<file path="src/rtl/data_ram_arbiter.sv">
// Round-robin arbiter that shares one data RAM between the datapath (port 0)
// and the loader (port 1), sequencing each access through IDLE/ACCESS/ACK.
module data_ram_arbiter #(
   parameter int ADDR_W = 10,
   parameter int DATA_W = 64,
   parameter int RD_LAT = 1
) (
   input  logic              clk,
   input  logic              reset,
   input  logic              p0_req,
   input  logic              p0_we,
   input  logic [ADDR_W-1:0] p0_addr,
   input  logic [DATA_W-1:0] p0_wdata,
   input  logic              p1_req,
   input  logic              p1_we,
   input  logic [ADDR_W-1:0] p1_addr,
   input  logic [DATA_W-1:0] p1_wdata,
   output logic              p0_ack,
   output logic [DATA_W-1:0] p0_rdata,
   output logic              p1_ack,
   output logic [DATA_W-1:0] p1_rdata,
   output logic [ADDR_W-1:0] ram_address,
   output logic              ram_memRead,
   output logic              ram_memWrite,
   output logic              ram_cs,
   output logic [DATA_W-1:0] ram_writeData,
   input  logic [DATA_W-1:0] ram_readData,
   output logic              busy,
   output logic              gnt_id
);

   localparam int CNT_W = (RD_LAT > 1) ? $clog2(RD_LAT) : 1;
   localparam logic [CNT_W-1:0] CNT_LAST = CNT_W'(RD_LAT - 1);

   typedef enum logic [1:0] {IDLE, ACCESS, ACK} state_t;

   state_t            state_q, state_d;
   logic              last_gnt_q, last_gnt_d;
   logic              gnt_id_q, gnt_id_d;
   logic              busy_q, busy_d;
   logic [CNT_W-1:0]  cnt_q, cnt_d;
   logic [ADDR_W-1:0] ram_address_q, ram_address_d;
   logic [DATA_W-1:0] ram_write_data_q, ram_write_data_d;
   logic              ram_mem_read_q, ram_mem_read_d;
   logic              ram_mem_write_q, ram_mem_write_d;
   logic              ram_cs_q, ram_cs_d;
   logic              p0_ack_q, p0_ack_d;
   logic              p1_ack_q, p1_ack_d;
   logic [DATA_W-1:0] p0_rdata_q, p0_rdata_d;
   logic [DATA_W-1:0] p1_rdata_q, p1_rdata_d;
   logic              sel;
   logic              sel_we;

   always_comb begin
      state_d          = state_q;
      last_gnt_d       = last_gnt_q;
      gnt_id_d         = gnt_id_q;
      busy_d           = busy_q;
      cnt_d            = cnt_q;
      ram_address_d    = ram_address_q;
      ram_write_data_d = ram_write_data_q;
      ram_mem_read_d   = ram_mem_read_q;
      ram_mem_write_d  = ram_mem_write_q;
      ram_cs_d         = ram_cs_q;
      p0_ack_d         = 1'b0;
      p1_ack_d         = 1'b0;
      p0_rdata_d       = p0_rdata_q;
      p1_rdata_d       = p1_rdata_q;
      // On a tie the port that did not win last time is chosen.
      sel              = p1_req && (!p0_req || !last_gnt_q);
      sel_we           = sel ? p1_we : p0_we;

      case (state_q)
         IDLE: begin
            if (p0_req || p1_req) begin
               gnt_id_d         = sel;
               last_gnt_d       = sel;
               ram_address_d    = sel ? p1_addr : p0_addr;
               ram_write_data_d = sel ? p1_wdata : p0_wdata;
               ram_mem_read_d   = !sel_we;
               ram_mem_write_d  = sel_we;
               ram_cs_d         = 1'b1;
               cnt_d            = '0;
               busy_d           = 1'b1;
               state_d          = ACCESS;
            end
         end
         ACCESS: begin
            if (ram_mem_write_q || cnt_q == CNT_LAST) begin
               if (!ram_mem_write_q) begin
                  if (gnt_id_q) p1_rdata_d = ram_readData;
                  else          p0_rdata_d = ram_readData;
               end
               ram_mem_read_d  = 1'b0;
               ram_mem_write_d = 1'b0;
               ram_cs_d        = 1'b0;
               p0_ack_d        = !gnt_id_q;
               p1_ack_d        = gnt_id_q;
               state_d         = ACK;
            end else begin
               cnt_d = cnt_q + CNT_W'(1);
            end
         end
         ACK: begin
            busy_d  = 1'b0;
            state_d = IDLE;
         end
         default: begin
            busy_d  = 1'b0;
            state_d = IDLE;
         end
      endcase
   end

   always_ff @(posedge clk) begin
      if (reset) begin
         state_q          <= IDLE;
         last_gnt_q       <= 1'b1;
         gnt_id_q         <= 1'b0;
         busy_q           <= 1'b0;
         cnt_q            <= '0;
         ram_address_q    <= '0;
         ram_write_data_q <= '0;
         ram_mem_read_q   <= 1'b0;
         ram_mem_write_q  <= 1'b0;
         ram_cs_q         <= 1'b0;
         p0_ack_q         <= 1'b0;
         p1_ack_q         <= 1'b0;
         p0_rdata_q       <= '0;
         p1_rdata_q       <= '0;
      end else begin
         state_q          <= state_d;
         last_gnt_q       <= last_gnt_d;
         gnt_id_q         <= gnt_id_d;
         busy_q           <= busy_d;
         cnt_q            <= cnt_d;
         ram_address_q    <= ram_address_d;
         ram_write_data_q <= ram_write_data_d;
         ram_mem_read_q   <= ram_mem_read_d;
         ram_mem_write_q  <= ram_mem_write_d;
         ram_cs_q         <= ram_cs_d;
         p0_ack_q         <= p0_ack_d;
         p1_ack_q         <= p1_ack_d;
         p0_rdata_q       <= p0_rdata_d;
         p1_rdata_q       <= p1_rdata_d;
      end
   end

   assign p0_ack        = p0_ack_q;
   assign p1_ack        = p1_ack_q;
   assign p0_rdata      = p0_rdata_q;
   assign p1_rdata      = p1_rdata_q;
   assign ram_address   = ram_address_q;
   assign ram_memRead   = ram_mem_read_q;
   assign ram_memWrite  = ram_mem_write_q;
   assign ram_cs        = ram_cs_q;
   assign ram_writeData = ram_write_data_q;
   assign busy          = busy_q;
   assign gnt_id        = gnt_id_q;

endmodule

</file>
<file path="config.mk">
export PLATFORM = sky130hd
export DESIGN_NAME = data_ram_arbiter
export DESIGN_NICKNAME = d
export VERILOG_FILES = /design/src/rtl/data_ram_arbiter.sv
export SDC_FILE = /design/constraint.sdc
export NUM_CORES = 1
export LEC_CHECK = 0
export BUFFER_PORTS_ARGS = -buffer_cell sky130_fd_sc_hd__buf_4
export CORE_AREA = 2 2 167 169
export CTS_CLUSTER_DIAMETER = 80
export DETAILED_ROUTE_END_ITERATION = 7
export DIE_AREA = 0 0 169 171
export PLACE_DENSITY = 0.58
export SLEW_MARGIN = 20
export SYNTH_ARGS = -nofsm -noshare
export SYNTH_HDL_FRONTEND = slang
export SYNTH_SLANG_ARGS = --single-unit
export TNS_END_PERCENT = 50
</file>
<file path="constraint.sdc">
create_clock -name clk -period 1.9 [get_ports clk]
set_input_delay 0.095 -clock clk [delete_from_list [all_inputs] [get_ports clk]]
set_output_delay 0.095 -clock clk [all_outputs]
set_load 0.005 [all_outputs]
</file>
Word-level counts from Yosys, hierarchy flattened
Index checks and enable logic that the tools add are counted.
Widths: inputs -> output; s select.
- register bits: 213
- bits of input ports: 218
- output and inout port bits: 209
- word-level logic and storage cells: 59
- add/sub/neg operators: 1
- equality and inequality tests: 4
- mux-type cells: 17
- bitwise operators: 5
- reduce and logical (&&, ||, !) cells: 18
- operator list (cell ; number):
    $mux 64 ; 1
    $mux 10 ; 1
    $pmux 1 s2 ; 5
    $reduce_and 4->1 ; 2
    $mux 1 ; 7
    $ne 2x2->1 const B ; 3
    $reduce_and 2->1 ; 3
    $reduce_and 3->1 ; 2
    $not 1->1 ; 5
    $logic_not 1->1 ; 4
    $mux 2 ; 2
    $pmux 2 s2 ; 1
    $logic_or 1x1->1 ; 3
    $reduce_or 3->1 ; 1
    $eq 2x1->1 const B ; 1
    $logic_not 2->1 ; 1
    $reduce_bool 2->1 ; 1
    $add 1x1->1 const B ; 1
    $logic_and 1x1->1 ; 1

Depth between registers and ports, before layout
Gate-level depths: netlist of run 1.
- depth in word-level cells: 7
- mapped depth: 6
- mapped depth without buffers: 4

Worst setup path before layout of run 1
Ideal clock, no wire load.
- path type: register to register
- start point: register state_q[0]
- end point: register p0_rdata_q[10] (netlist: p0_rdata[10])
- setup time: 0.132 ns
- arrival: 1.498 ns
- data required time: 1.768 ns
- slack: 0.270 ns
- cell stages (with the launch flop): 7
- buffers on the path: 2
- clock period less this slack: 1.630 ns
- cells stage by stage: dfxtp_1 > or3b_4 > or3_1 > buf_4 > buf_6 > nand2_1 > a21oi_1
- word-level cells in the longest chain between the ends: 2
- ends and longest elaborated chain (item ; line ; RTL):
    from (decl) ; 37 ; state_t state_q, state_d;
    from (signal assigned) ; 132 ; state_q <= state_d;
    $eq 2x1->1 ; 73 ; case (state_q)
    $reduce_and 4->1 (no line) ; -- ;
    to (signal assigned) ; 144 ; p0_rdata_q <= p0_rdata_d;
    to (decl) ; 49 ; logic [DATA_W-1:0] p0_rdata_q, p0_rdata_d;
Every way passes these cells.
A chain may end at the register's enable or synchronous reset.

Worst setup path in the final report of run 1
- start point: register state_q[0]
- end point: register p0_rdata_q[12] (netlist: p0_rdata[12])
The elaborated chain is that of the path after synthesis.

==> results of run 1 <==
cells in the final DEF, fill, tap and decap left out, types with 2 or more instances in the layout:
cell type / Yosys / layout
a311oi_1: 74 / 74
dfxtp_1: 213 / 213
clkbuf_8: 0 / 5
a21oi_1: 132 / 132
nor2_1: 78 / 78
clkbuf_1: 47 / 7
clkbuf_16: 0 / 28
buf_4: 8 / 440
buf_6: 12 / 3
nand3b_1: 3 / 3
nor3_4: 1 / 2
nand2_1: 409 / 409
nor3_1: 3 / 3
buf_12: 0 / 12
dlygate4sd3_1: 0 / 216
sequential cells by signal, summed over array words and instances, names as in the netlist, 2 cells and up:
name	cells
ram_address	10
p1_rdata	64
state_q	2
p0_rdata	64
ram_writeData	64
cell type report:
type | count | area [sq um]
multi-input combinational | 716 | 3340
timing repair buffer | 674 | 5810
clock inverter | 3 | 42.5
fill | 2464 | 12700
clock buffer | 37 | 721
tap | 346 | 433
sequential | 213 | 4260
logic make-up after synthesis:
family	count (synthesis)	synth area share
buffers and inverters	83	0.0552
muxes	1	0.00125
AOI/OAI and AO/OA	210	0.167
and+or+nand+nor	505	0.245
DFF	213	0.532
per-stage QoR:
stage | hold slack (ps) | util | setup slack, ps | cell area [sq um]
final | 89.1 | 0.535 | 103 | 14600
after global routing | 112 | 0.535 | 32.0 | 14600
after CTS | 82.8 | 0.531 | 80.3 | 14500
after detailed placement | 361 | 0.424 | 124 | 11600
after global placement | 353 | 0.424 | 142 | 11600
after floorplan | 231 | - | 270 | 8020
path summary, 6_finish.rpt:
check	to	slack [ps]	cells past startpoint
worst max-delay path	p0_rdata[12]$_SDFFE_PP0P_	100	5
worst min-delay path	ram_cs$_SDFFE_PP0P_	90	2
worst max register to register	p0_rdata[12]$_SDFFE_PP0P_	100	5
worst min register to register	p1_rdata[10]$_SDFFE_PP0P_	450	2
worst max-delay path: cells and delay by family (launching register included):
kind | cells | cell delay [ps]
AND/OR/NAND/NOR | 3 | 1000
buffers and inverters | 1 | 200
AO/OA/AOI/OAI | 1 | 70
flip-flops | 1 | 330
timing repair:
| action | CTS | global route |
|---|---|---|
| buffers inserted | 0 | 5 |
| endpoints found under the setup margin | 0 | 1 |
| resized for setup | 0 | 3 |
| hold endpoints to repair | 204 | 1 |
| hold buffers | 216 | 1 |
per-layer routing:
| layer | GRT usage | vias up | wire, um | part of all wire |
|---|---|---|---|---|
| li1 | - | 4613 | - | - |
| met1 | 0.245 | 4288 | 13200 | 0.41 |
| met2 | 0.345 | 396 | 15300 | 0.48 |
| met3 | 0.0474 | 63 | 2510 | 0.078 |
| met4 | 0.0687 | 0 | 977 | 0.031 |
| met5 | 0 | - | 0 | 0 |
power groups by stage:
stage | logic (W) | registers (W) | clock network (W)
after floorplan | 0.000799 | 0.00506 | 0
after global placement | 0.00195 | 0.00503 | 0
after detailed placement | 0.00197 | 0.00504 | 0
after CTS | 0.00234 | 0.00495 | 0.00467
after global routing | 0.00261 | 0.00498 | 0.00486
final | 0.00242 | 0.00495 | 0.00451
==> results.md, run 1 <==
- Status: complete, no violations
- FP Rows: 61
- Diode count: 0
- Slew margin rel.: 0.529
- Port-buffer cells: 426
- Clk pin slew, worst setup/hold paths: 60 ps
- Clk buf depth: 3
- Layout net count: approximately 1800
- Clk_skew: 17.2 ps
- Worst path cell trace: or3b_4, or3_2, buf_12, nand2_1, a21oi_1
- Pin count of the biggest net entering global routing: between 80 and 90
- # setup viols final: 0
- Num CTS Buffers: 24
- All-Layer GR Usage: 0.200
- Post-synthesis register bit count: around 210
- Hold path start: reset
- Initial DRC Count: about 460
- Nature of the critical path startpoint: flip-flop
- Effective utilization at floorplan: 0.293
- RSZ-0062 raised after global routing: no
- Critical path's slowest cell: or3_2
- Root Buffer: clkbuf_16
- Cell taking the most area after synthesis: dfxtp_1
- First-pass GRT wire length: roughly 47000 um
- Post-route ant nets: 0
- Worst IR Drop VDD: around 0.00057 V
- Via/cell ratio: 4.71
- Max cap viols: 0
- Worst-path maximum fanout: 64
- Placeable Area: 27300 sq um
- Register area share after synthesis: 0.532
- Net load switching power: between 0.003 and 0.004 W
- Num ports: between 400 and 500
- Most common cell in the netlist: nand2_1
- Synthesized cell area: 8020 sq um
- Overall Power: between 0.01 and 0.015 W
- Share of the synthesized area in the top cell type: 0.532
- PwrDens: about 800 nW/um^2
- Htree depth: 1
- Grt ovf: 0
- Crit. End Element: flip-flop
- Top post-synthesis cells by area: dfxtp_1 (53%), nand2_1 (19%), a21oi_1 (8.2%)
- CP Class: flip-flop to flip-flop
- Origin of the critical flop-to-flop path: state_q[0]$_SDFFE_PP0P_
- Async SR Flop Fraction: 0
- Skew-Pair Late Insertion Delay: slightly above 500 ps
- Total wire length: between 30000 and 40000 um
- Die H: approximately 170 um
- Number of clock sinks: between 200 and 250
- Dpl hpwl: around 20000 um
- Post-Route Setup TNS: 0 ps
- Leakage: ~6.4 nW
- WL per Instance: 16.1 um
- Post-Synthesis Net Count: 1230
- Cell count after synthesis: ~1000
- Initial antenna violation count: 0
- CTS tree: done
- Fmax: ~0.56 GHz
- Vias in the first global route: between 8000 and 9000
- Yosys warns: 0
- Switch share: 0.256
- Cells after DPL: 1725
- Worst Setup SP: state_q[0]$_SDFFE_PP0P_
- GP Congestion: 0.838
- Unique masters post-synth: 27
- Die X: between 150 and 200 um
- Worst-Margin Slew: 706 ps
- Final period utilization: 0.946
- Via count: about 9400
- Top cells by count, synth: nand2_1 (409), dfxtp_1 (213), a21oi_1 (132), nor2_1 (78), a311oi_1 (74)
- Total die area: about 29000 sq um
- Critical path data arrival time: about 2200 ps
- WP data required: about 2300 ps
- Post-synth top flop: dfxtp_1
- Post-route minimum period: roughly 1800 ps
- Layout cells sized above 1: 0.303
- Final Non-Filler Cells: approximately 2000
- Synthesis-to-layout area growth: 82.3%
- Comb pwr share: 0.204
- Mean Syn Cell Area: 7.92 sq um
- EDFF count, synth: 0
- Crit path largest cell delay: 450 ps
- Clock network power share: 0.380
- DRC Markers: 0
- Final Hold Vio Count: 0
- Drt first pass iters: 5
- Pint: just under 0.009 W
- Reg power frac: 0.417
- Worst hold-check path type: input port to flip-flop
- Final Max Tran Viols: 0
Power figures use the tool's default switching activity.
==> run 2, diff against run 1 <==
--- a/config.mk
+++ b/config.mk
@@ -10,7 +10,7 @@
 export CTS_CLUSTER_DIAMETER = 80
 export DETAILED_ROUTE_END_ITERATION = 7
 export DIE_AREA = 0 0 169 171
-export PLACE_DENSITY = 0.58
+export PLACE_DENSITY = 0.64
 export SLEW_MARGIN = 20
 export SYNTH_ARGS = -nofsm -noshare
 export SYNTH_HDL_FRONTEND = slang
==> results.md, run 2 (synthesis results as in run 1) <==
- Status: complete, no violations (unchanged)
- Worst-Margin Slew: 592 ps (was 706 ps)
- Post-route ant nets: 0 (unchanged)
- Layout cells sized above 1: 0.307 (was 0.303)
- Drt first pass iters: 5 (unchanged)
- Hold path cells: 2 (unchanged)
- Post-route minimum period: 1890 ps (was 1800 ps)
- PwrDens: 815 nW/um^2 (was 813 nW/um^2)
- Total wire length: 33100 um (was 32000 um)
- Final Max Tran Viols: 0 (unchanged)
- Root Buffer: clkbuf_16 (unchanged)
- All-Layer GR Usage: 0.202 (was 0.200)
- Worst hold-check path type: input port to flip-flop (unchanged)
- Critical path's slowest cell: dlygate4sd3_1 (was or3_2)
- WHS Endpoint: ram_cs$_SDFFE_PP0P_ (unchanged)
- Most frequent cells in the layout: buf_4 (439), nand2_1 (409), dlygate4sd3_1 (213) (was buf_4 (440), nand2_1 (409), dlygate4sd3_1 (216))
- Fill count: 2398 (was 2464)
- Placeable Area: 27300 sq um (unchanged)
- First-pass GRT wire length: 47400 um (was 46900 um)
- R2R Setup Slk: 8 ps (was 100 ps)
- Cells after DPL: 1725 (unchanged)
- Critical path data arrival time: 2360 ps (was 2200 ps)
- RSZ-0062 raised after global routing: yes (was no)
- Grt ovf: 0 (unchanged)
- Slew margin rel.: 0.605 (was 0.529)
- Synthesis-to-layout area growth: 83.4% (was 82.3%)
- FP Rows: 61 (unchanged)
- Die X: 169 um (unchanged)
- Overall Power: 0.0120 W (was 0.0119 W)
- GP Congestion: 0.790 (was 0.838)
- Die H: 171 um (unchanged)
- Htree depth: 1 (unchanged)
- Via count: 9600 (was 9360)
- Number of clock sinks: 213 (unchanged)
- Final Non-Filler Cells: 1993 (was 1989)
- Final period utilization: 0.996 (was 0.946)
- Clk pin slew, worst setup/hold paths: 60 ps (about the same)
- Vias in the first global route: 9152 (was 8789)
- WP data required: 2370 ps (was 2300 ps)
- Nature of the critical path startpoint: flip-flop (unchanged)
- Delay-heaviest family, CP: buffers and inverters (was simple AND/OR/NAND/NOR gates)
- Most common cell after layout, fill and taps aside: buf_4 (unchanged)
- Via/cell ratio: 4.82 (was 4.71)
- WP buf/inv: 4 (was 1)
- Top cell by count, worst path: buf_4
- Port-buffer cells: 426 (unchanged)
- CTS tree: done (unchanged)
- Clk buf depth: 3 (unchanged)
- Final Hold Vio Count: 0 (unchanged)
- WL per Instance: 16.6 um (was 16.1 um)
- Hold path start: reset (unchanged)
- Fmax: 0.528 GHz (was 0.557 GHz)
- Max cap viols: 0 (unchanged)
- CP Class: flip-flop to flip-flop (unchanged)
- Effective utilization at floorplan: 0.293 (unchanged)
- Crit. End Element: flip-flop (unchanged)
- Num CTS Buffers: 24 (unchanged)
- DRC Markers: 0 (unchanged)
- Pin count of the biggest net entering global routing: 76 (was 83)
- RR Endpoint: ram_writeData[0]$_SDFFE_PP0P_ (was p0_rdata[12]$_SDFFE_PP0P_)
- Worst path cell trace: buf_4, nor3_4, buf_4, clkbuf_16, nor2_1, a311oi_1, dlygate4sd3_1 (was or3b_4, or3_2, buf_12, nand2_1, a21oi_1)
- Layout net count: 1848 (was 1847)
- Clk_skew: 21.1 ps (was 17.2 ps)
- Num ports: 427 (unchanged)
- Diode count: 0 (unchanged)
- Skew-Pair Late Insertion Delay: 520 ps (was 510 ps)
- Initial antenna violation count: 0 (unchanged)
- R2R cell count: 7 (was 5)
- Worst-path maximum fanout: 8 (was 64)
- Initial DRC Count: 551 (was 458)
- Leakage: 6.46 nW (was 6.38 nW)
- # setup viols final: 0 (unchanged)
- Worst IR Drop VDD: 0.000599 V (was 0.000567 V)
- Crit path largest cell delay: 570 ps (was 450 ps)
- Origin of the critical flop-to-flop path: state_q[0]$_SDFFE_PP0P_ (unchanged)
- Dpl hpwl: 19600 um (was 20200 um)
- Total die area: 28900 sq um (unchanged)
==> run 2: cell types whose count changed in the layout (fill, tap and decap cells not counted), sizes merged <==
cell	before	now
dlygate4sd3	216	213
buf	455	454
bufinv	1	0
clkinv	1	4
dlymetal6s4s	0	3
clkbuf	40	43
==> run 2: routing by layer <==
metal  global-route usage  vias to the layer above  share of wire
met1                0.231                     4417           0.38
met4                0.100                        0          0.046
met5                    0                        -              0
met2                0.347                      495           0.48
met3               0.0594                       87          0.091
li1                     -                     4601              -
==> run 2: what timing repair did <==
action	CTS	global route
setup endpoints to repair	0	11
resized for setup	0	7
buffers inserted	0	4
endpoints found under the hold margin	204	3
hold buffers	216	3
==> run 2: layout make-up <==
cell class | instances | area [sq um] | share of cell area
repair buffers | 675 | 5880 | 0.400
multi-input cells | 716 | 3350 | 0.228
flip-flops and latches | 213 | 4270 | 0.290
clock inverters | 5 | 31.3 | 0.00213
well taps | 346 | 433 | 0.0294
clock buffers | 38 | 744 | 0.0506
==> run 2: worst max-delay path by stage <==
| stage | cells after the start | slack, ps | to | start |
|---|---|---|---|---|
| floorplan | 6 | 270 | p0_rdata[10]$_SDFFE_PP0P_ | state_q[0]$_SDFFE_PP0P_ |
| global placement | 5 | 200 | p0_rdata[60]$_SDFFE_PP0P_ | ram_memWrite$_SDFFE_PP0P_ |
| detailed placement | 5 | 180 | p0_rdata[57]$_SDFFE_PP0P_ | state_q[0]$_SDFFE_PP0P_ |
| CTS | 5 | 20 | ram_address[6]$_SDFFE_PP0P_ | last_gnt_q$_SDFFE_PP1P_ |
| global route | 7 | -60 | ram_writeData[0]$_SDFFE_PP0P_ | state_q[0]$_SDFFE_PP0P_ |
| finish | 7 | 8 | ram_writeData[0]$_SDFFE_PP0P_ | state_q[0]$_SDFFE_PP0P_ |
==> run 2: per-stage QoR <==
stage	hold slack [ps]	setup WS, ps	utilization	TNS, ps	instance area, sq um
after detailed placement	361	183	0.424	0	11600
final	42.4	7.55	0.538	0	14700
after global routing	55.3	-64.8	0.538	-184	14700
after CTS	17.4	24.4	0.532	0	14500
after global placement	355	201	0.424	0	11600
after floorplan	231	270	-	0	8020
==> run 2: report_power, final <==
part           internal (W)  switching [W]  total (W)  leakage, nW
Clock               0.00268        0.00188    0.00455        0.381
Sequential          0.00478       0.000173    0.00495         1.74
Combinational       0.00137        0.00111    0.00248         4.34
